===== src/rtl/cnt_bank_pkg.sv =====
// rtl/cnt_bank_pkg.sv - shared types and register offsets for the counter bank
package cnt_bank_pkg;

  typedef enum logic [1:0] {
    ST_IDLE   = 2'd0,
    ST_LOOKUP = 2'd1,
    ST_ACK    = 2'd2
  } state_t;

  localparam logic [8:0]  CNT_BASE      = 9'h000;
  localparam logic [8:0]  ASSERT_STICKY = 9'h100;
  localparam logic [8:0]  FIRST_FAIL    = 9'h104;
  localparam logic [8:0]  INFO          = 9'h108;
  localparam logic [8:0]  CLEAR         = 9'h110;
  localparam logic [31:0] UNMAPPED_DATA = 32'hDEAD_BEEF;

endpackage


===== src/rtl/cnt_bank_counter.sv =====
// rtl/cnt_bank_counter.sv - one 64-bit wrapping event counter
// Clear takes priority so an event in the clearing cycle is dropped.
module cnt_bank_counter
  import cnt_bank_pkg::*;
(
  input  logic        clock,
  input  logic        reset,
  input  logic        inc,
  input  logic        clr,
  output logic [63:0] count
);

  always_ff @(posedge clock) begin
    if (reset || clr) begin
      count <= '0;
    end else if (inc) begin
      count <= count + 64'd1;
    end
  end

endmodule


===== src/rtl/cnt_bank.sv =====
// rtl/cnt_bank.sv - counter bank responder with sticky assertion flags
// Optional read-to-clear register at offset 0x110 enabled by CNT_BANK_CLEAR_EN.
module cnt_bank
  import cnt_bank_pkg::*;
#(
  parameter int NUM_CNT    = 8,
  parameter int NUM_ASSERT = 8
) (
  input  logic                  clock,
  input  logic                  reset,
  input  logic                  cnt_req,
  input  logic [31:0]           cnt_addr,
  output logic [31:0]           cnt_data,
  output logic                  cnt_ack,
  input  logic [NUM_CNT-1:0]    event_i,
  input  logic [NUM_ASSERT-1:0] assert_i,
  output logic                  assertion_failed
);

  state_t                state;
  logic [6:0]            wa;
  logic [6:0]            cnt_word;
  logic [63:0]           cnt_val [NUM_CNT];
  logic [63:0]           sel_cnt;
  logic [31:0]           shadow;
  logic [31:0]           rd_data;
  logic [NUM_ASSERT-1:0] flags;
  logic                  ff_valid;
  logic [4:0]            ff_idx;
  logic [4:0]            low_idx;
  logic                  lookup;
  logic                  is_clear;
  logic                  latch_shadow;
  logic                  clr_all;
  logic                  unused_bits;

  assign lookup   = (state == ST_LOOKUP);
  assign cnt_word = wa - CNT_BASE[8:2];
  assign is_clear = (wa == CLEAR[8:2]);

`ifdef CNT_BANK_CLEAR_EN
  assign clr_all = lookup & is_clear;
`else
  assign clr_all = 1'b0;
`endif

  assign unused_bits = ^{cnt_addr[31:9], cnt_addr[1:0], cnt_word[6], is_clear};

  for (genvar i = 0; i < NUM_CNT; i++) begin : g_cnt
    cnt_bank_counter u_cnt (
      .clock (clock),
      .reset (reset),
      .inc   (event_i[i]),
      .clr   (clr_all),
      .count (cnt_val[i])
    );
  end

  always_comb begin
    sel_cnt = '0;
    for (int i = 0; i < NUM_CNT; i++) begin
      if (cnt_word[5:1] == i[4:0]) sel_cnt = cnt_val[i];
    end
  end

  // Counters sit at two words each: even word is live low half, odd word is the shadow.
  always_comb begin
    rd_data      = UNMAPPED_DATA;
    latch_shadow = 1'b0;
    if (wa < ASSERT_STICKY[8:2]) begin
      if ({27'd0, cnt_word[5:1]} < NUM_CNT) begin
        if (cnt_word[0]) begin
          rd_data = shadow;
        end else begin
          rd_data      = sel_cnt[31:0];
          latch_shadow = 1'b1;
        end
      end
    end else if (wa == ASSERT_STICKY[8:2]) begin
      rd_data = 32'(flags);
    end else if (wa == FIRST_FAIL[8:2]) begin
      rd_data = {ff_valid, 26'd0, ff_idx};
    end else if (wa == INFO[8:2]) begin
      rd_data = {16'd0, 8'(NUM_ASSERT), 8'(NUM_CNT)};
`ifdef CNT_BANK_CLEAR_EN
    end else if (is_clear) begin
      rd_data = 32'd0;
`endif
    end
  end

  always_comb begin
    low_idx = '0;
    for (int k = NUM_ASSERT - 1; k >= 0; k--) begin
      if (assert_i[k]) low_idx = k[4:0];
    end
  end

  always_ff @(posedge clock) begin
    if (reset || clr_all) begin
      shadow           <= '0;
      flags            <= '0;
      ff_valid         <= 1'b0;
      ff_idx           <= '0;
      assertion_failed <= 1'b0;
    end else begin
      if (lookup && latch_shadow) shadow <= sel_cnt[63:32];
      flags <= flags | assert_i;
      if (!ff_valid && (|assert_i)) begin
        ff_valid <= 1'b1;
        ff_idx   <= low_idx;
      end
      assertion_failed <= |(flags | assert_i);
    end
  end

  // Ack is raised one cycle into ACK and held until the request level drops.
  always_ff @(posedge clock) begin
    if (reset) begin
      state    <= ST_IDLE;
      wa       <= '0;
      cnt_data <= '0;
      cnt_ack  <= 1'b0;
    end else begin
      case (state)
        ST_IDLE: begin
          if (cnt_req) begin
            wa    <= cnt_addr[8:2];
            state <= ST_LOOKUP;
          end
        end
        ST_LOOKUP: begin
          cnt_data <= rd_data;
          state    <= ST_ACK;
        end
        ST_ACK: begin
          if (!cnt_ack) begin
            cnt_ack <= 1'b1;
          end else if (!cnt_req) begin
            cnt_ack <= 1'b0;
            state   <= ST_IDLE;
          end
        end
        default: state <= ST_IDLE;
      endcase
    end
  end

endmodule

===== config.mk =====
export PLATFORM = sky130hd
export DESIGN_NAME = cnt_bank
export DESIGN_NICKNAME = d
export VERILOG_FILES = /design/src/rtl/cnt_bank_pkg.sv /design/src/rtl/cnt_bank_counter.sv /design/src/rtl/cnt_bank.sv
export SDC_FILE = /design/constraint.sdc
export NUM_CORES = 1
export LEC_CHECK = 0
export BUFFER_PORTS_ARGS = -buffer_cell sky130_fd_sc_hd__buf_4
export CAP_MARGIN = 20
export CELL_PAD_IN_SITES_DETAIL_PLACEMENT = 1
export CELL_PAD_IN_SITES_GLOBAL_PLACEMENT = 1
export CORE_MARGIN = 3
export CORE_UTILIZATION = 44
export DETAILED_ROUTE_END_ITERATION = 10
export GPL_ROUTABILITY_DRIVEN = 0
export GPL_TIMING_DRIVEN = 1
export MAX_ROUTING_LAYER = met4
export PLACE_DENSITY_LB_ADDON = 0.1
export SETUP_SLACK_MARGIN = 0.02
export SLEW_MARGIN = 20
export SYNTH_ARGS = -nofsm -noshare
export SYNTH_HDL_FRONTEND = slang
export SYNTH_HIERARCHICAL = 1
export SYNTH_SLANG_ARGS = --single-unit

===== constraint.sdc =====
create_clock -name clock -period 2.3 [get_ports clock]
set_clock_uncertainty 0.1 [all_clocks]
set_input_delay 0.46 -clock clock [delete_from_list [all_inputs] [get_ports clock]]
set_output_delay 0.46 -clock clock [all_outputs]
set_load 0.01 [all_outputs]

# Yosys cells after proc, flatten, opt, wreduce, memory -nomap -nowiden
# Index checks and enable logic that the tools add are counted.
# totals
regBits,601
latchBits,0
ramBits,0
mem_bits_ro,0
inputBits,51
output_inout_bits,34
memories,0
# op_classes
addsub,8
mul,0
n_div,0
n_lt_le_gt_ge,2
n_eq_ne,15
shift,0
n_mux,31
bitwise_logic,1
n_reduce_logical,9
# op_table
operator,n
adder 64 x 1 -> 64 bit (second input constant),8
2-to-1 mux 64 bit,8
2-to-1 mux 32 bit,6
2-to-1 mux 5 bit,7
equality test 7 bit (second input constant),3
equality test 5 x 3 -> 1 bit (second input constant),4
OR reduction 8 bit,2
equality test 5 x 2 -> 1 bit (second input constant),2
bitwise OR 8 bit,1
less-than comparator 7 bit (second input constant),1
2-to-1 mux 2 bit,3
!= test 2 bit (second input constant),3
case mux 2 bit (3 select lines),1
equality test 5 x 1 -> 1 bit (second input constant),1
logical NOT 5 bit,1
less-than comparator 5 x 4 -> 1 bit (second input constant),1
2-to-1 mux 1 bit,5
2-to-1 mux 3 bit,1
AND reduction 3 bit,1
equality test 2 x 1 -> 1 bit (second input constant),1
equality test 2 bit (second input constant),1
logical AND 1 bit,2
logical NOT 2 bit,1
AND reduction 2 bit,1
logical NOT 1 bit,1

# Longest topological paths before layout
# logic_depth
ltp_word,12
depth_mapped,8

# Hierarchy
# The synthesis kept the hierarchy.
# by_module_without_submodules
mod,instances,cells_per_inst,area_per_inst_um2
cnt_bank_counter,8,372,3116.7
cnt_bank,1,1058,8008.9

# Worst setup path after synthesis
# Ideal clock, no wire load.
# synth_timing
kind,input -> register
startpoint,input port event_i[7]
endpoint,register g_cnt[7].u_cnt.count[46]
setup_time_ps,70
t_arrival_ps,2041
setup_slack_ps,90
stages,6
n_path_buf,1
cell_sequence,buf_2 -> nand2_1 -> nor4_4 -> nand4_1 -> or4b_1 -> a21oi_1
# synth_rtl
item,line_no,source
start: declaration,cnt_bank.sv:15,"input logic [NUM_CNT-1:0] event_i,"
end signal: assignment,cnt_bank_counter.sv:17,count <= count + 64'd1;
end: declaration,cnt_bank_counter.sv:10,output logic [63:0] count

# Final worst setup path
# layout_timing
startpoint,register wa[2]
endpoint,register shadow[13]
# layout_between
elab_chain_cells,9
word_cells_on_any_way,21
cone_classes,order compare: 2; eq/ne: 7; mux: 10; reduce/logical: 2
# layout_rtl
item,line_no,source
start: declaration,cnt_bank.sv:21,logic [6:0] wa;
start signal: assignment,cnt_bank.sv:128,wa <= cnt_addr[8:2];
logical NOT 5 bit,cnt_bank.sv:62,if (cnt_word[5:1] == i[4:0]) sel_cnt = cnt_val[i];
2-to-1 mux 64 bit (8 in a row),cnt_bank.sv:62,
end signal: assignment,cnt_bank.sv:107,if (lookup && latch_shadow) shadow <= sel_cnt[63:32];
end: declaration,cnt_bank.sv:25,logic [31:0] shadow;
# Several ways; a longest one is shown, not always the timed one.
# A chain may end at the register's enable or synchronous reset.

==> impl_metrics.ini <==
[cts]
root_buffer = clkbuf_16
clk_pin_slew_ns = 0.07
clkSinkCount = 599
clk_latency_ns = 0.64
cts_buffer_depth = 3
cts-htree-levels = 3
cts_buffers = 73
tritoncts = yes

[setup_path]
critPathMaxStageDelay_ns = 0.44
path_buf_inv = 3
end_kind = flip-flop
r2r_cells = 8
r2r_setup_slack_ns = -0.07
critPathKind = flip-flop to flip-flop
cp.depth = 8
crit_fanout = 6
slowest_stage = dfxtp_4
crit_family = compound AO/OA/AOI/OAI gates
startpoint = wa[2]
worstPathRequired_ns = 2.71
start_kind = flip-flop
critPathArrivalTime_ns = 2.78
path_cells = buf_12, buf_8, buf_6, mux2_4, a221o_1, a222oi_1, o21ai_1, o211a_1
rr_startpoint = wa[2]
worstReg2RegEnd = shadow[13]
endpoint = shadow[13]

[synth]
synth_cells = 4034
yosysTopAreaCell = dfxtp_1
synth-seq-area-share_pct = 36.4
yosys_warnings = 6
synthFlopType = dfxtp_1
ys_ff_latch = 599
synth_common_cells = dfxtp_1, nor2_1, a21oi_1
synth_most_common_cell = dfxtp_1
ys_async_sr_fraction_pct = 0
avgSynthCellArea_um2 = 8.17
ys_types = 88
synth.area.top_cells = dfxtp_1, nor2_1, a21oi_1
netlist_area_mm2 = 0.0329
synth_edf_count = 0
synth.top_cell.area_share_pct = 36.4

[sta]
relSlewSlack_pct = 39.0
hold_viol_final = 0
worstMarginPinSlew_ns = 0.910
setup_violations = 3
fmax_mhz = 422
finalCritPeriodShare_pct = 103
setup_ws_ns = -0.0717
slew_violations = 0
rsz0062_at_grt = true
min_period_ns = 2.37
worst_hold_slack_ns = 0.0363

[routing]
drt_wl_total_um = 142000
drc = 0
drt-initial-drc-count = 3483
final_antenna_net_count = 0
vias_per_cell = 6.40
wire_per_inst_um = 25.7
dr.pass1.iters = 6
vias = 35301

[power]
leakagePower_nw = 14.1
ir_drop_v = 0.000438
p_per_area_mw_per_mm2 = 604

[placed_design]
dpl-instance-area_mm2 = 0.0377
numPortBuffers = 59
dpl.hpwl_um = 104000

[finish]
seqCellArea_mm2 = 0.0120
finalInstanceArea_mm2 = 0.0411
final_nets = 4564
drive_gt1_share_pct = 21.4
syn_to_final_growth_pct = 24.9
multiInputGateArea_mm2 = 0.0198
diodes = 0
nFillCells = 8806

[global_route]
antenna_found_initial = 0
grt.total_usage_pct = 35.9
grt_max_degree = 40
grt.overflow.total = 0
grt_first_pass_wirelength_um = 210000
grt_pass1_vias = 34327

[floorplan]
initial_utilization_pct = 44.8
chipHeight_um = 280
die_w_um = 280
dieArea_mm2 = 0.0782
rows = 99
io_pins = 85
core_mm2 = 0.0736

[run_status]
violations = negative setup slack
run_status = complete, but fails checks

[hold_path]
hp-class = input port to flip-flop

[job]
maxCapViolations = 0
layout by cell type (no fill, tap or decap), drive strengths merged, types with 10 or more instances in the layout:
| master | instances |
|---|---|
| a211o | 27 |
| a21oi | 322 |
| a221o | 24 |
| a221oi | 32 |
| a222oi | 17 |
| a22oi | 10 |
| a2bb2oi | 12 |
| and2 | 26 |
| and3 | 51 |
| and4 | 24 |
| buf | 622 |
| clkbuf | 115 |
| clkinv | 10 |
| conb | 16 |
| dfxtp | 599 |
| dlygate4sd3 | 10 |
| inv | 93 |
| mux2 | 18 |
| mux2i | 46 |
| nand2 | 224 |
| nand3 | 192 |
| nand3b | 11 |
| nand4 | 259 |
| nor2 | 508 |
| nor3 | 103 |
| nor4 | 103 |
| o211a | 16 |
| o211ai | 35 |
| o21ai | 221 |
| o221ai | 15 |
| o22ai | 24 |
| o2bb2ai | 27 |
| o31ai | 90 |
| or2 | 36 |
| or3 | 132 |
| or4 | 89 |
| or4b | 11 |
| xnor2 | 152 |
| xor2 | 152 |
final cells by class:
type | count | area share (%)
inverters | 94 | 0.867
clock buffers | 114 | 5.36
well taps | 959 | 2.92
repair buffers | 634 | 12.8
multi-input cells | 3103 | 48.2
clock inverters | 16 | 0.569
flip-flops and latches | 599 | 29.2
worst min path at each step:
stage / from / endpoint / cells after the start
detailed placement: shadow[21] / shadow[21] / 2
CTS: cnt_addr[8] / wa[6] / 3
global placement: g_cnt[1].u_cnt/count[63] / g_cnt[1].u_cnt/count[63] / 2
global route: cnt_addr[5] / wa[3] / 3
floorplan: ff_idx[1] / ff_idx[1] / 2
finish: cnt_addr[8] / wa[6] / 3
through the flow:
step           setup slack (ns)  cells  power, mW  setup TNS, ns  utilization [%]
6_report                -0.0717   5519       24.8         -0.155             55.9
4_1_cts                -0.00443   5480       24.9       -0.00443             55.0
3_5_place_dp           -0.00392   5328       12.9       -0.00392             51.3
2_1_floorplan            0.0897   4049       11.9              0                -
3_3_place_gp            0.00390   5328       12.9              0             51.3
5_1_grt                  -0.107   5519       25.5         -0.632             55.9
logic make-up (layout without fill, tap and decap cells):
kind of cell	count (synthesis)	count (layout)	share of synthesized area [%]
buf+inv	350	858	4.81
simple gates	1781	1784	30.1
flops	599	599	36.4
mux	68	68	2.40
xor+xnor	304	304	8.08
compound gates	923	923	17.9
fa+ha+maj	8	8	0.304
other cells	1	16	0.0114
registers in the layout (all words and copies together) (netlist names):
name               cells
assertion_failed       1
cnt_ack                1
cnt_data              32
ff_idx                 3
ff_valid               1
flags                  8
g_cnt.u_cnt/count    512
shadow                32
state                  2
wa                     7
power by group:
part	internal, mW	switching [mW]
Clock	7.05	4.88
Sequential	10.5	0.199
Combinational	0.811	1.42
Total	18.3	6.50
per-layer routing:
layer	share of wire (%)	GRT usage (%)	wire [µm]
met1	43	47.6	60700
met2	44	54.1	62600
met3	8.0	5.45	11300
met4	5.2	15.9	7450
met5	0	-	0
tightest hold or removal path: cells and delay by family:
kind / cells / cell delay, ns
buffers and inverters: 1 / 0.12
and+or+nand+nor: 1 / 0.07
muxes: 1 / 0.07
what timing repair did:
action	in CTS	in global routing
hold buffers	10	0
endpoints found under the setup margin	14	155
pin swaps	4	42
cloned	1	3
resized for setup	10	102
setup buffers	11	37
endpoints found under the hold margin	11	0
(Power assumes the default switching activity.)
